**config.mk**
```make
export PLATFORM = sky130hd
export DESIGN_NAME = alu
export DESIGN_NICKNAME = d
export VERILOG_FILES = /design/src/rtl/alu_pkg.sv /design/src/rtl/alu_core.sv /design/src/rtl/alu.sv
export SDC_FILE = /design/constraint.sdc
export NUM_CORES = 1
export LEC_CHECK = 0
export ABC_AREA = 0
export CAP_MARGIN = 10
export CORE_MARGIN = 2
export CORE_UTILIZATION = 52
export CTS_BUF_LIST = sky130_fd_sc_hd__clkbuf_16
export DETAILED_ROUTE_END_ITERATION = 7
export GPL_TIMING_DRIVEN = 0
export PLACE_DENSITY = 0.73
export SLEW_MARGIN = 15
export SYNTH_ARGS = -nofsm -noshare
export SYNTH_HDL_FRONTEND = slang
export SYNTH_SLANG_ARGS = --single-unit
```
**constraint.sdc**
```tcl
create_clock -name clk -period 5.92 [get_ports clk]
set_clock_uncertainty 0.05 [all_clocks]
set_input_delay 1.184 -clock clk [delete_from_list [all_inputs] [get_ports clk]]
set_output_delay 1.184 -clock clk [all_outputs]
set_load 0.005 [all_outputs]
```
**src/rtl/alu_pkg.sv**
```systemverilog
// Shared opcode enumeration, width constants and result bundle for the ALU.
// Optional multiply/divide support is selected with the ALU_MULDIV_EN macro.
package alu_pkg;

  localparam int OPND_W = 8;
  localparam int RES_W  = 16;

  typedef enum logic [3:0] {
    OP_ADD  = 4'h0,
    OP_SUB  = 4'h1,
    OP_MUL  = 4'h2,
    OP_DIV  = 4'h3,
    OP_MOD  = 4'h4,
    OP_AND  = 4'h5,
    OP_OR   = 4'h6,
    OP_EQ   = 4'h7,
    OP_LAND = 4'h8,
    OP_LOR  = 4'h9,
    OP_SHR  = 4'hA,
    OP_SHL  = 4'hB,
    OP_XOR  = 4'hC,
    OP_NOT  = 4'hD,
    OP_CAT  = 4'hE,
    OP_RSVD = 4'hF
  } alu_op_e;

  typedef struct packed {
    logic [RES_W-1:0] out;
    logic             overflow;
    logic             carry;
  } alu_res_t;

  localparam alu_res_t ALU_RES_ZERO = '{out: '0, overflow: 1'b0, carry: 1'b0};

  function automatic logic [RES_W-1:0] zext8(input logic [OPND_W-1:0] v);
    return {{(RES_W-OPND_W){1'b0}}, v};
  endfunction

endpackage

```
**src/rtl/alu_core.sv**
```systemverilog
// Combinational ALU datapath: operands and opcode in, result and flags out.
// Opcodes 2/3/4 only get hardware when ALU_MULDIV_EN is defined.
module alu_core
  import alu_pkg::*;
(
  input  logic [OPND_W-1:0] A,
  input  logic [OPND_W-1:0] B,
  input  logic [3:0]        operator,
  output logic [RES_W-1:0]  out,
  output logic              overflow,
  output logic              carry
);

  // Signed overflow views of the 8-bit sum and difference.
  function automatic logic add_ovf(input logic [OPND_W-1:0] a, input logic [OPND_W-1:0] b,
                                   input logic [OPND_W-1:0] s);
    return (a[OPND_W-1] == b[OPND_W-1]) && (s[OPND_W-1] != a[OPND_W-1]);
  endfunction

  function automatic logic sub_ovf(input logic [OPND_W-1:0] a, input logic [OPND_W-1:0] b,
                                   input logic [OPND_W-1:0] d);
    return (a[OPND_W-1] != b[OPND_W-1]) && (d[OPND_W-1] != a[OPND_W-1]);
  endfunction

  function automatic logic [RES_W-1:0] flag_res(input logic f);
    return {{(RES_W-1){1'b0}}, f};
  endfunction

  alu_op_e            op;
  logic [OPND_W:0]    sum_w;
  logic [OPND_W:0]    diff_w;
  logic [RES_W-1:0]   ext_a;
  logic [RES_W-1:0]   shr_w;
  logic [RES_W-1:0]   shl_w;
  logic               a_true;
  logic               b_true;
  alu_res_t           res;

  assign op     = alu_op_e'(operator);
  assign sum_w  = {1'b0, A} + {1'b0, B};
  assign diff_w = {1'b0, A} - {1'b0, B};
  assign ext_a  = zext8(A);
  // Shifting a 16-bit value by an 8-bit amount already yields 0 for B >= 16.
  assign shr_w  = ext_a >> B;
  assign shl_w  = ext_a << B;
  assign a_true = |A;
  assign b_true = |B;

`ifdef ALU_MULDIV_EN
  logic [RES_W-1:0]  prod_w;
  logic              b_zero;
  logic [OPND_W-1:0] quo_w;
  logic [OPND_W-1:0] rem_w;

  assign prod_w = zext8(A) * zext8(B);
  assign b_zero = ~b_true;
  assign quo_w  = b_zero ? '0 : (A / B);
  assign rem_w  = b_zero ? '0 : (A % B);
`endif

  always_comb begin
    res = ALU_RES_ZERO;
    case (op)
      OP_ADD: begin
        res.out      = zext8(sum_w[OPND_W-1:0]) | {{(RES_W-OPND_W-1){1'b0}}, sum_w[OPND_W], {OPND_W{1'b0}}};
        res.carry    = sum_w[OPND_W];
        res.overflow = add_ovf(A, B, sum_w[OPND_W-1:0]);
      end
      OP_SUB: begin
        res.out      = zext8(diff_w[OPND_W-1:0]);
        res.carry    = diff_w[OPND_W];
        res.overflow = sub_ovf(A, B, diff_w[OPND_W-1:0]);
      end
`ifdef ALU_MULDIV_EN
      OP_MUL: begin
        res.out      = prod_w;
        res.overflow = |prod_w[RES_W-1:OPND_W];
      end
      OP_DIV: begin
        res.out      = zext8(quo_w);
        res.overflow = b_zero;
      end
      OP_MOD: begin
        res.out      = zext8(rem_w);
        res.overflow = b_zero;
      end
`endif
      OP_AND:  res.out = zext8(A & B);
      OP_OR:   res.out = zext8(A | B);
      OP_XOR:  res.out = zext8(A ^ B);
      OP_NOT:  res.out = zext8(~A);
      OP_EQ:   res.out = flag_res(A == B);
      OP_LAND: res.out = flag_res(a_true && b_true);
      OP_LOR:  res.out = flag_res(a_true || b_true);
      OP_SHR:  res.out = shr_w;
      OP_SHL:  res.out = shl_w;
      OP_CAT:  res.out = {A, B};
      default: res = ALU_RES_ZERO;
    endcase
  end

  assign out      = res.out;
  assign overflow = res.overflow;
  assign carry    = res.carry;

endmodule

```
**src/rtl/alu.sv**
```systemverilog
// ALU top: one-cycle registered wrapper around alu_core; results hold while idle.
// Multiply/divide/modulo are present only when ALU_MULDIV_EN is defined.
module alu
  import alu_pkg::*;
(
  input  logic                  clk,
  input  logic                  rst,
  input  logic                  in_valid,
  input  logic [OPND_W-1:0]     A,
  input  logic [OPND_W-1:0]     B,
  input  logic [3:0]            operator,
  output logic [RES_W-1:0]      out,
  output logic                  overflow,
  output logic                  carry,
  output logic                  out_valid
);

  logic [RES_W-1:0] core_out;
  logic             core_ovf;
  logic             core_cy;

  alu_core u_core (
    .A        (A),
    .B        (B),
    .operator (operator),
    .out      (core_out),
    .overflow (core_ovf),
    .carry    (core_cy)
  );

  logic [RES_W-1:0] out_d, out_q;
  logic             overflow_d, overflow_q;
  logic             carry_d, carry_q;
  logic             out_valid_d, out_valid_q;

  always_comb begin
    out_d       = out_q;
    overflow_d  = overflow_q;
    carry_d     = carry_q;
    out_valid_d = in_valid;
    if (in_valid) begin
      out_d      = core_out;
      overflow_d = core_ovf;
      carry_d    = core_cy;
    end
  end

  // Output register stage; reset wins over an accepted operation.
  always_ff @(posedge clk) begin
    if (rst) begin
      out_q       <= '0;
      overflow_q  <= 1'b0;
      carry_q     <= 1'b0;
      out_valid_q <= 1'b0;
    end else begin
      out_q       <= out_d;
      overflow_q  <= overflow_d;
      carry_q     <= carry_d;
      out_valid_q <= out_valid_d;
    end
  end

  assign out       = out_q;
  assign overflow  = overflow_q;
  assign carry     = carry_q;
  assign out_valid = out_valid_q;

endmodule

```
==> reports/qor.yml, run 1 <==
min_path:
  min_path_type: "reg -> reg"
synthesis:
  syn_inst: 424
  synth_flop_cell: "dfxtp_1"
  seq_area_frac_synth: 0.1227
  synth_edf_count: 0
  ys_ff_latch: 19
  syn_area_per_cell_um2: 7.309
  synthesis.area_um2: 3099
  synth.distinct_cells: 72
  synth_nets: 473
  ys_warn_count: 0
  synthArstFlopShare: 0
pwr:
  sequentialPowerShare: 0.260
  ir_worst_vdd_v: 0.0002010
  p_leak_nw: 1.383
  switchingPower_mw: 0.1986
  power_density_nw_per_um2: 140.7
  p_int_mw: 0.3168
  p_clk_frac: 0.271
  combPwrFrac: 0.470
  swShare: 0.3853
sta:
  worst_hold_slack_ns: 0.4059
  fin_crit_sh: 0.7428
  slew_headroom: 0.2922
  finalSetupTns_ns: 0
  setup_viol: 0
  rsz0062_at_grt: "no"
  fmax_ghz: 0.2274
  worst_pin_slew_ns: 1.054
  finalCriticalPeriod_ns: 4.398
  drv_slew: 0
  hold_viol: 0
setup_path:
  end_kind: "flop"
  cp.required_ns: 6.03
  reg2reg_slack_ns: 4.69
  critPathCapture: "out[0]"
  cp-start-kind: "primary input"
  crit_start: "A[7]"
  crit_arrival_ns: 4.51
  crit_fanout: 10
  path_class: "in -> reg"
  timing.rr.start: "out[3]"
  crit-reg2reg-capture: "out[3]"
  reg2regPathDepth: 5
detailed_routing:
  ant_nets: 0
  num_vias: 3578
  wl_mm: 11.32
  first_pass_iters: 6
  viasPerCell: 6.601
  first_iter_violations: 462
  post_drt_wl_per_cell_um: 20.88
  route.detailed.drc: 0
global_route:
  groute.usage.overall: 0.3487
  grt.overflow.total: 0
  grt_pass1_vias: 3066
  grt_busiest_layer: "met2"
  grt_use_met2: 0.5157
  grt_pass1_wl_mm: 17.24
  use_met1: 0.5087
  grt_max_degree: 13
  grtUsageMet3: 0.05111
  grt_antenna_before_repair: 0
die:
  row_count: 28
  dieArea_um2: 6593
  ioPinCount: 42
  start_util: 0.5297
  core_area_um2: 5851
  dieHeight_um: 81.20
  dieWidth_um: 81.20
placed_design:
  placed_cells: 538
  dp_hpwl_mm: 8.889
  dpl-instance-area_um2: 3583
  port_buffers: 39
  place_congestion: 1.070
clocking:
  cts-resized-gates: 0
  tritoncts: "built"
  numCtsBuffers: 3
  postCtsSetupRepairBufs: 0
  clockBufferDepth: 2
  cts_hold_buffers: 0
  path_clk_slew_ns: 0.05
  cts.sinks: 19
  clk_latency_ns: 0.25
  cts-root-buf: "clkbuf_16"
  cts-htree-levels: 1
cells_and_area:
  final_cell_mix: "39 x clkdlybuf4s50_1, 36 x nor2_1, 31 x nand2_1, 25 x clkbuf_1, 25 x inv_1"
  final_util: 0.6262
  final_area_um2: 3664
  antenna_cells: 0
  drive_gt1_frac: 0.07709
  final_cells: 542
  finalNetCount: 517
  layout_commonest_cell: "clkdlybuf4s50_1"
  area_growth_syn_to_layout_pct: 18.21
run:
  maxCapViolations: 0
run_status:
  status: "finished clean"
[cells by family after synthesis]
kind of cell,count (synthesis),synth area share
flip-flops,19,0.1227
XOR/XNOR,7,0.01978
multiplexers,25,0.1021
adder cells (fa/ha/maj),27,0.1130
AND/OR/NAND/NOR,152,0.2535
AO/OA/AOI/OAI,129,0.3020
buffers and inverters,65,0.08680
[synth_stat cells, drive strengths merged (3+ instances only)]
master	instances	area (µm²)
a211oi	13	97.59
a21oi	21	105.1
a221o	4	41.29
a22oi	5	37.54
a311oi	3	26.28
a31oi	3	18.77
a32oi	5	43.79
and3	3	18.77
buf	12	70.07
clkbuf	25	93.84
dfxtp	19	380.4
ha	24	300.3
inv	26	97.59
mux2	3	33.78
mux2i	17	170.2
mux4	5	112.6
nand2	31	116.4
nand2b	9	56.30
nand3	13	65.06
nand4	8	50.05
nor2	36	135.1
nor2b	9	56.30
nor3	15	85.08
nor4	7	43.79
o211ai	7	52.55
o21a	3	22.52
o21ai	21	105.1
o21bai	6	45.04
o22ai	8	50.05
o311ai	3	43.80
o31a	3	26.28
o32ai	3	26.28
or2	3	18.77
or3	5	31.28
or4	3	26.27
xnor2	4	35.03
xor2	3	26.28
[state kept, by name, indices dropped and copies added (netlist names)]
name and count:
carry 1, out 16, out_valid 1, overflow 1
[worst min-delay path by stage]
stage	slack (ns)	depth (start not counted)	endpoint	startpoint
5_1_grt	0.43	2	out[2]	out[2]
2_1_floorplan	0.40	2	out[15]	out[15]
3_3_place_gp	0.39	2	out[15]	out[15]
4_1_cts	0.41	2	out[2]	out[2]
3_5_place_dp	0.40	2	out[2]	out[2]
6_report	0.41	2	out[2]	out[2]
[power by group through the flow]
stage | sequential, mW | combinational [mW] | clock (mW)
4_1_cts | 0.134 | 0.235 | 0.141
3_3_place_gp | 0.136 | 0.232 | 0
6_report | 0.134 | 0.242 | 0.140
2_1_floorplan | 0.137 | 0.153 | 0
5_1_grt | 0.134 | 0.261 | 0.145
3_5_place_dp | 0.136 | 0.234 | 0
[critical path, stage by stage]
cell,delay (ns)
clkdlybuf4s50_1,0.65
clkbuf_1,0.48
inv_1,0.27
ha_1,0.35
clkbuf_1,0.23
nor4_1,0.55
nand3_1,0.12
o21ai_0,0.10
o2bb2ai_1,0.16
a311oi_1,0.15
a221oi_1,0.26
[through the flow]
stage	worst slack, ns	power [mW]
4_1_cts	1.599	0.5092
3_5_place_dp	1.357	0.3702
6_report	1.522	0.5154
5_1_grt	1.257	0.5400
3_3_place_gp	1.352	0.3679
2_1_floorplan	2.548	0.2899
[layer usage]
metal | up-vias | wire length, µm
met3 | 34 | 1136
met1 | 1651 | 4972
met5 | - | 0
met4 | 0 | 417
li1 | 1669 | -
met2 | 224 | 4793
[area by class of cell]
class	count	area, µm²
clock inverters	1	5.005
fillers	548	2187
plain buffers	37	163.9
well taps	75	93.84
repair buffers	39	390.4
multi-input cells	340	2450
inverters	28	105.1
flip-flops and latches	19	380.4
clock buffers	3	75.07
Note: power is estimated with default switching activity, not from simulation.
==> inputs of run 2 (changes only) <==
clock period = 4.25 ns   (was 5.92 ns; I/O delays follow)
==> reports/qor.yml, run 2 (synthesized netlist as in run 1, its figures left out) <==
setup_path:
  crit-reg2reg-capture: "out[3]"  # unchanged
  cp.required_ns: 4.36  # was 6.03 ns
  crit_start: "A[7]"  # unchanged
  crit_fanout: 10  # unchanged
  reg2regPathDepth: 5  # unchanged
  path_class: "in -> reg"  # unchanged
  end_kind: "flop"  # unchanged
  timing.rr.start: "out[3]"  # unchanged
  cp-start-kind: "primary input"  # unchanged
  reg2reg_slack_ns: 3.03  # was 4.69 ns
  crit_arrival_ns: 4.15  # was 4.51 ns
  critPathCapture: "out[0]"  # unchanged
clocking:
  clk_latency_ns: 0.25  # about the same
  numCtsBuffers: 3  # unchanged
  path_clk_slew_ns: 0.05  # about the same
  cts.sinks: 19  # unchanged
  cts-htree-levels: 1  # unchanged
  clockBufferDepth: 2  # unchanged
  postCtsSetupRepairBufs: 0  # unchanged
  tritoncts: "built"  # unchanged
  cts_hold_buffers: 0  # unchanged
  cts-root-buf: "clkbuf_16"  # unchanged
  cts-resized-gates: 0  # unchanged
placed_design:
  place_congestion: 1.070  # unchanged
  dp_hpwl_mm: 8.889  # unchanged
  port_buffers: 39  # unchanged
  dpl-instance-area_um2: 3583  # unchanged
cells_and_area:
  final_area_um2: 3667  # was 3664 µm²
  final_cell_mix: "39 x clkdlybuf4s50_1, 36 x nor2_1, 31 x nand2_1, 25 x clkbuf_1, 25 x inv_1"  # unchanged
  layout_commonest_cell: "clkdlybuf4s50_1"  # unchanged
  largest_reg_flops: 16  # unchanged
  finalNetCount: 517  # unchanged
  area_growth_syn_to_layout_pct: 18.33  # was 18.21%
  fillCellCount: 546  # was 548
  antenna_cells: 0  # unchanged
  drive_gt1_frac: 0.07923  # was 0.07709
global_route:
  groute.usage.overall: 0.3487  # unchanged
  grt_pass1_vias: 3066  # unchanged
  grt_max_degree: 13  # unchanged
  grt_pass1_wl_mm: 17.24  # unchanged
  grt_antenna_before_repair: 0  # unchanged
  grt.overflow.total: 0  # unchanged
detailed_routing:
  ant_nets: 0  # unchanged
  post_drt_wl_per_cell_um: 20.99  # was 20.88 µm
  viasPerCell: 6.653  # was 6.601
  dr_wl_met2_mm: 4.824  # was 4.793 mm
  top_layer: "met4"  # unchanged
  route.detailed.drc: 0  # unchanged
  wl_mm: 11.37  # was 11.32 mm
  first_pass_iters: 5  # was 6
  num_vias: 3606  # was 3578
  wl_met1_mm: 5.022  # was 4.972 mm
  met3_length_mm: 1.111  # was 1.136 mm
  first_iter_violations: 467  # was 462
sta:
  worst_pin_slew_ns: 1.006  # was 1.054 ns
  slew_headroom: 0.3238  # was 0.2922
  fin_crit_sh: 0.9500
  fmax_ghz: 0.2477
  setup_viol: 0  # unchanged
  finalSetupTns_ns: 0  # unchanged
  hold_viol: 0  # unchanged
  worst_hold_slack_ns: 0.4059  # about the same
  finalCriticalPeriod_ns: 4.037
  drv_slew: 0  # unchanged
  rsz0062_at_grt: "no"  # unchanged
run_status:
  status: "finished clean"  # unchanged
die:
  row_count: 28  # unchanged
  dieArea_um2: 6593  # unchanged
  dieWidth_um: 81.20  # unchanged
  dieHeight_um: 81.20  # unchanged
  start_util: 0.5297  # unchanged
  core_area_um2: 5851  # unchanged
  ioPinCount: 42  # unchanged
min_path:
  min_path_type: "reg -> reg"  # unchanged
  hold_depth: 2  # unchanged
  min_from: "out[2]"  # unchanged
pwr:
  p_leak_nw: 1.382  # was 1.383 nW
  ir_worst_vdd_v: 0.0002796  # was 0.0002010 V
  power_density_nw_per_um2: 196.1  # was 140.7 nW/µm²
run:
  maxCapViolations: 0  # unchanged
==> run 2: cell types whose count changed in the layout (fill, tap and decap cells not counted), sizes merged <==
| cell | change |
|---|---|
| clkinvlp | +1 |
| clkinv | -1 |
==> run 2: worst min path at each step <==
stage	slack, ns	end
after floorplan	0.40	out[15]
after global placement	0.39	out[15]
after detailed placement	0.40	out[2]
after CTS	0.41	out[2]
after global routing	0.43	out[2]
final	0.41	out[2]
==> run 2: through the flow <==
step	instances	power, mW	setup WS [ns]	util
3_3_place_gp	538	0.5125	0.01554	0.6125
4_1_cts	542	0.7092	0.2635	0.6262
3_5_place_dp	538	0.5156	0.02107	0.6125
2_1_floorplan	424	0.4039	1.212	-
6_report	542	0.7193	0.2127	0.6268
5_1_grt	542	0.7526	0.04147	0.6268
==> run 2: cell type report <==
type	instances	area, µm²	area share
inverters	28	108.9	0.02968
repair buffers	39	390.4	0.1064
well taps	75	93.84	0.02559
clock buffers	3	75.07	0.02047
plain buffers	37	163.9	0.04469
multi-input cells	340	2450	0.6680
clock inverters	1	5.005	0.001365
flip-flops and latches	19	380.4	0.1037
==> run 2: power breakdown <==
group / internal [mW] / total (mW) / leakage (nW) / switching (mW)
Sequential: 0.184 / 0.186 / 0.154 / 0.00270
Clock: 0.126 / 0.194 / 0.0409 / 0.0681
Combinational: 0.132 / 0.339 / 1.19 / 0.207
==> run 2: per-layer routing <==
metal / up-vias / global-route usage
li1: 1668 / -
met5: - / 0
met2: 242 / 0.5157
met3: 35 / 0.05111
met1: 1661 / 0.5087
met4: 0 / 0.1271
==> run 2: worst max-delay path, stage by stage <==
cell and delay [ns]:
clkdlybuf4s50_1 0.64, clkbuf_1 0.48, inv_1 0.27, ha_1 0.35, clkbuf_1 0.23, nor4_1 0.55, nand3_1 0.12, o21ai_0 0.10
o2bb2ai_1 0.16, a311oi_1 0.14, a221oi_1 0.25
==> inputs of run 3 (changes only) <==
CORE_ASPECT_RATIO = 2   (was default)
CTS_BUF_LIST = sky130_fd_sc_hd__clkbuf_4   (was sky130_fd_sc_hd__clkbuf_16)
SLEW_MARGIN = 30   (was 15)
==> reports/qor.yml, run 3 (synthesized netlist as in run 1, its figures left out) <==
run_status:
  status: "complete, but fails checks"  # was finished clean
  violations: "DRC"
sta:
  fin_crit_sh: 0.9372  # was 0.9500
  drv_slew: 0  # unchanged
  worst_pin_slew_ns: 0.7632  # was 1.006 ns
  hold_viol: 0  # unchanged
  slew_headroom: 0.4893  # was 0.3238
  finalSetupTns_ns: 0  # unchanged
  fmax_ghz: 0.2511  # was 0.2477 GHz
  setup_viol: 0  # unchanged
  rsz0062_at_grt: "no"  # unchanged
  finalCriticalPeriod_ns: 3.983  # was 4.037 ns
die:
  dieArea_um2: 6631  # was 6593 µm²
  dieHeight_um: 113.2  # was 81.20 µm
  row_count: 39  # was 28
  dieWidth_um: 58.59  # was 81.20 µm
  core_area_um2: 5758  # was 5851 µm²
  ioPinCount: 42  # unchanged
  start_util: 0.5382  # was 0.5297
setup_path:
  crit_arrival_ns: 4.15  # about the same
  timing.rr.start: "out[3]"  # unchanged
  reg2regPathDepth: 5  # unchanged
  crit_cells: 11  # unchanged
  reg2reg_slack_ns: 3.01  # was 3.03 ns
  crit_path_cell_trace: "clkdlybuf4s50_1, buf_2, clkinvlp_4, ha_1, clkbuf_1, o21bai_1, a21oi_1, xor2_1, a221o_1, a311oi_1, o21ai_0"  # was clkdlybuf4s50_1, clkbuf_1, inv_1, ha_1, clkbuf_1, nor4_1, nand3_1, o21ai_0, o2bb2ai_1, a311oi_1, a221oi_1
  cp.required_ns: 4.42  # was 4.36 ns
  slowest_delay_ns: 0.54  # was 0.64 ns
  crit_start: "B[2]"  # was A[7]
  end_kind: "flop"  # unchanged
  cp_slowest_cell: "clkdlybuf4s50_1"  # unchanged
  path_class: "in -> reg"  # unchanged
  critPathCapture: "out[4]"  # was out[0]
  path_delay_family: "buffers and inverters"  # unchanged
  crit-reg2reg-capture: "out[3]"  # unchanged
  crit_fanout: 10  # unchanged
  path_buf_inv: 4  # unchanged
  cp-start-kind: "primary input"  # unchanged
detailed_routing:
  first_pass_iters: 7  # was 5
  viasPerCell: 7.129  # was 6.653
  wl_mm: 12.65  # was 11.37 mm
  route.detailed.drc: 3  # was 0
  num_vias: 3764  # was 3606
  first_iter_violations: 302  # was 467
  post_drt_wl_per_cell_um: 23.95  # was 20.99 µm
  ant_nets: 0  # unchanged
cells_and_area:
  final_util: 0.6276  # was 0.6268
  final_area_um2: 3613  # was 3667 µm²
  multi_input_comb_area_um2: 2466  # was 2450 µm²
  largest_reg_flops: 16  # unchanged
  antenna_cells: 0  # unchanged
  drive_gt1_frac: 0.08565  # was 0.07923
  finalNetCount: 517  # unchanged
  fillCellCount: 557  # was 546
  layout_commonest_cell: "clkdlybuf4s50_1"  # unchanged
  ff_latch_area_um2: 380.4  # unchanged
  area_growth_syn_to_layout_pct: 16.59  # was 18.33%
  final_cell_mix: "39 x clkdlybuf4s50_1, 36 x nor2_1, 31 x nand2_1, 25 x clkbuf_1, 25 x inv_1"  # unchanged
pwr:
  power_density_nw_per_um2: 175.0  # was 196.1 nW/µm²
  p_leak_nw: 1.361  # was 1.382 nW
  ir_worst_vdd_v: 0.0001031  # was 0.0002796 V
global_route:
  grt.overflow.total: 0  # unchanged
  groute.usage.overall: 0.3945  # was 0.3487
  grt_pass1_vias: 3635  # was 3066
  grt_antenna_before_repair: 0  # unchanged
  grt_max_degree: 13  # unchanged
  grt_pass1_wl_mm: 19.82  # was 17.24 mm
clocking:
  clk_latency_ns: 0.32  # was 0.25 ns
  cts-htree-levels: 1  # unchanged
  postCtsSetupRepairBufs: 0  # unchanged
  tritoncts: "built"  # unchanged
  path_clk_slew_ns: 0.12  # was 0.05 ns
  cts-root-buf: "clkbuf_4"  # was clkbuf_16
  clockBufferDepth: 2  # unchanged
  numCtsBuffers: 3  # unchanged
  cts.sinks: 19  # unchanged
placed_design:
  port_buffers: 39  # unchanged
  dp_hpwl_mm: 10.04  # was 8.889 mm
  place_congestion: 1.032  # was 1.070
  dpl-instance-area_um2: 3571  # was 3583 µm²
min_path:
  min_path_type: "reg -> reg"  # unchanged
run:
  maxCapViolations: 0  # unchanged
run 3: layout make-up:
cell class,instances,share of cell area
inverter,28,0.03012
buffer,37,0.04536
multi-input combinational,340,0.6825
tap,61,0.02112
timing repair buffer,39,0.1080
sequential,19,0.1053
clock buffer,3,0.006233
clock inverter,1,0.001385
run 3: metrics by stage:
step	setup slack (ns)	cells	hold WS (ns)	power [mW]
global placement	-0.1431	524	0.3855	0.5159
floorplan	1.212	424	0.3987	0.4039
finish	0.2668	528	0.4194	0.6322
detailed placement	-0.1632	524	0.3978	0.5200
CTS	0.1652	528	0.4268	0.6158
global route	0.03437	528	0.4398	0.6611
run 3: worst min path at each step:
| stage | startpoint | endpoint | slack, ns | depth (start not counted) |
|---|---|---|---|---|
| 2_1_floorplan | out[15] | out[15] | 0.40 | 2 |
| 3_3_place_gp | out[2] | out[2] | 0.39 | 2 |
| 3_5_place_dp | out[15] | out[15] | 0.40 | 2 |
| 4_1_cts | out[15] | out[15] | 0.43 | 2 |
| 5_1_grt | out[2] | out[2] | 0.44 | 2 |
| 6_report | out[15] | out[15] | 0.42 | 2 |
run 3: worst register-to-register path, cell delays in order (launching register included):
cell      delay (ns)
dfxtp_1         0.35
nand2_1         0.10
o31ai_1         0.09
a21oi_1         0.14
o221ai_1        0.13
o31a_1          0.29
run 3: per-layer routing:
layer | wire length (µm) | up-vias | GRT usage
li1 | - | 1672 | -
met1 | 4251 | 1746 | 0.4408
met2 | 6408 | 265 | 0.6996
met3 | 968 | 81 | 0.03657
met4 | 1020 | 0 | 0.2227
met5 | 0 | - | 0
run 3: power by group:
part           leakage (nW)  internal, mW  switching [mW]
sequential            0.154         0.184         0.00286
combinational          1.19         0.132           0.210
clock                0.0177        0.0353          0.0678
run 3: repair_timing:
item | in CTS | in global routing
setup endpoints to repair | 0 | 3
gates resized for setup | 0 | 2
hold buffers | 0 | 0
endpoints found under the hold margin | 0 | 0
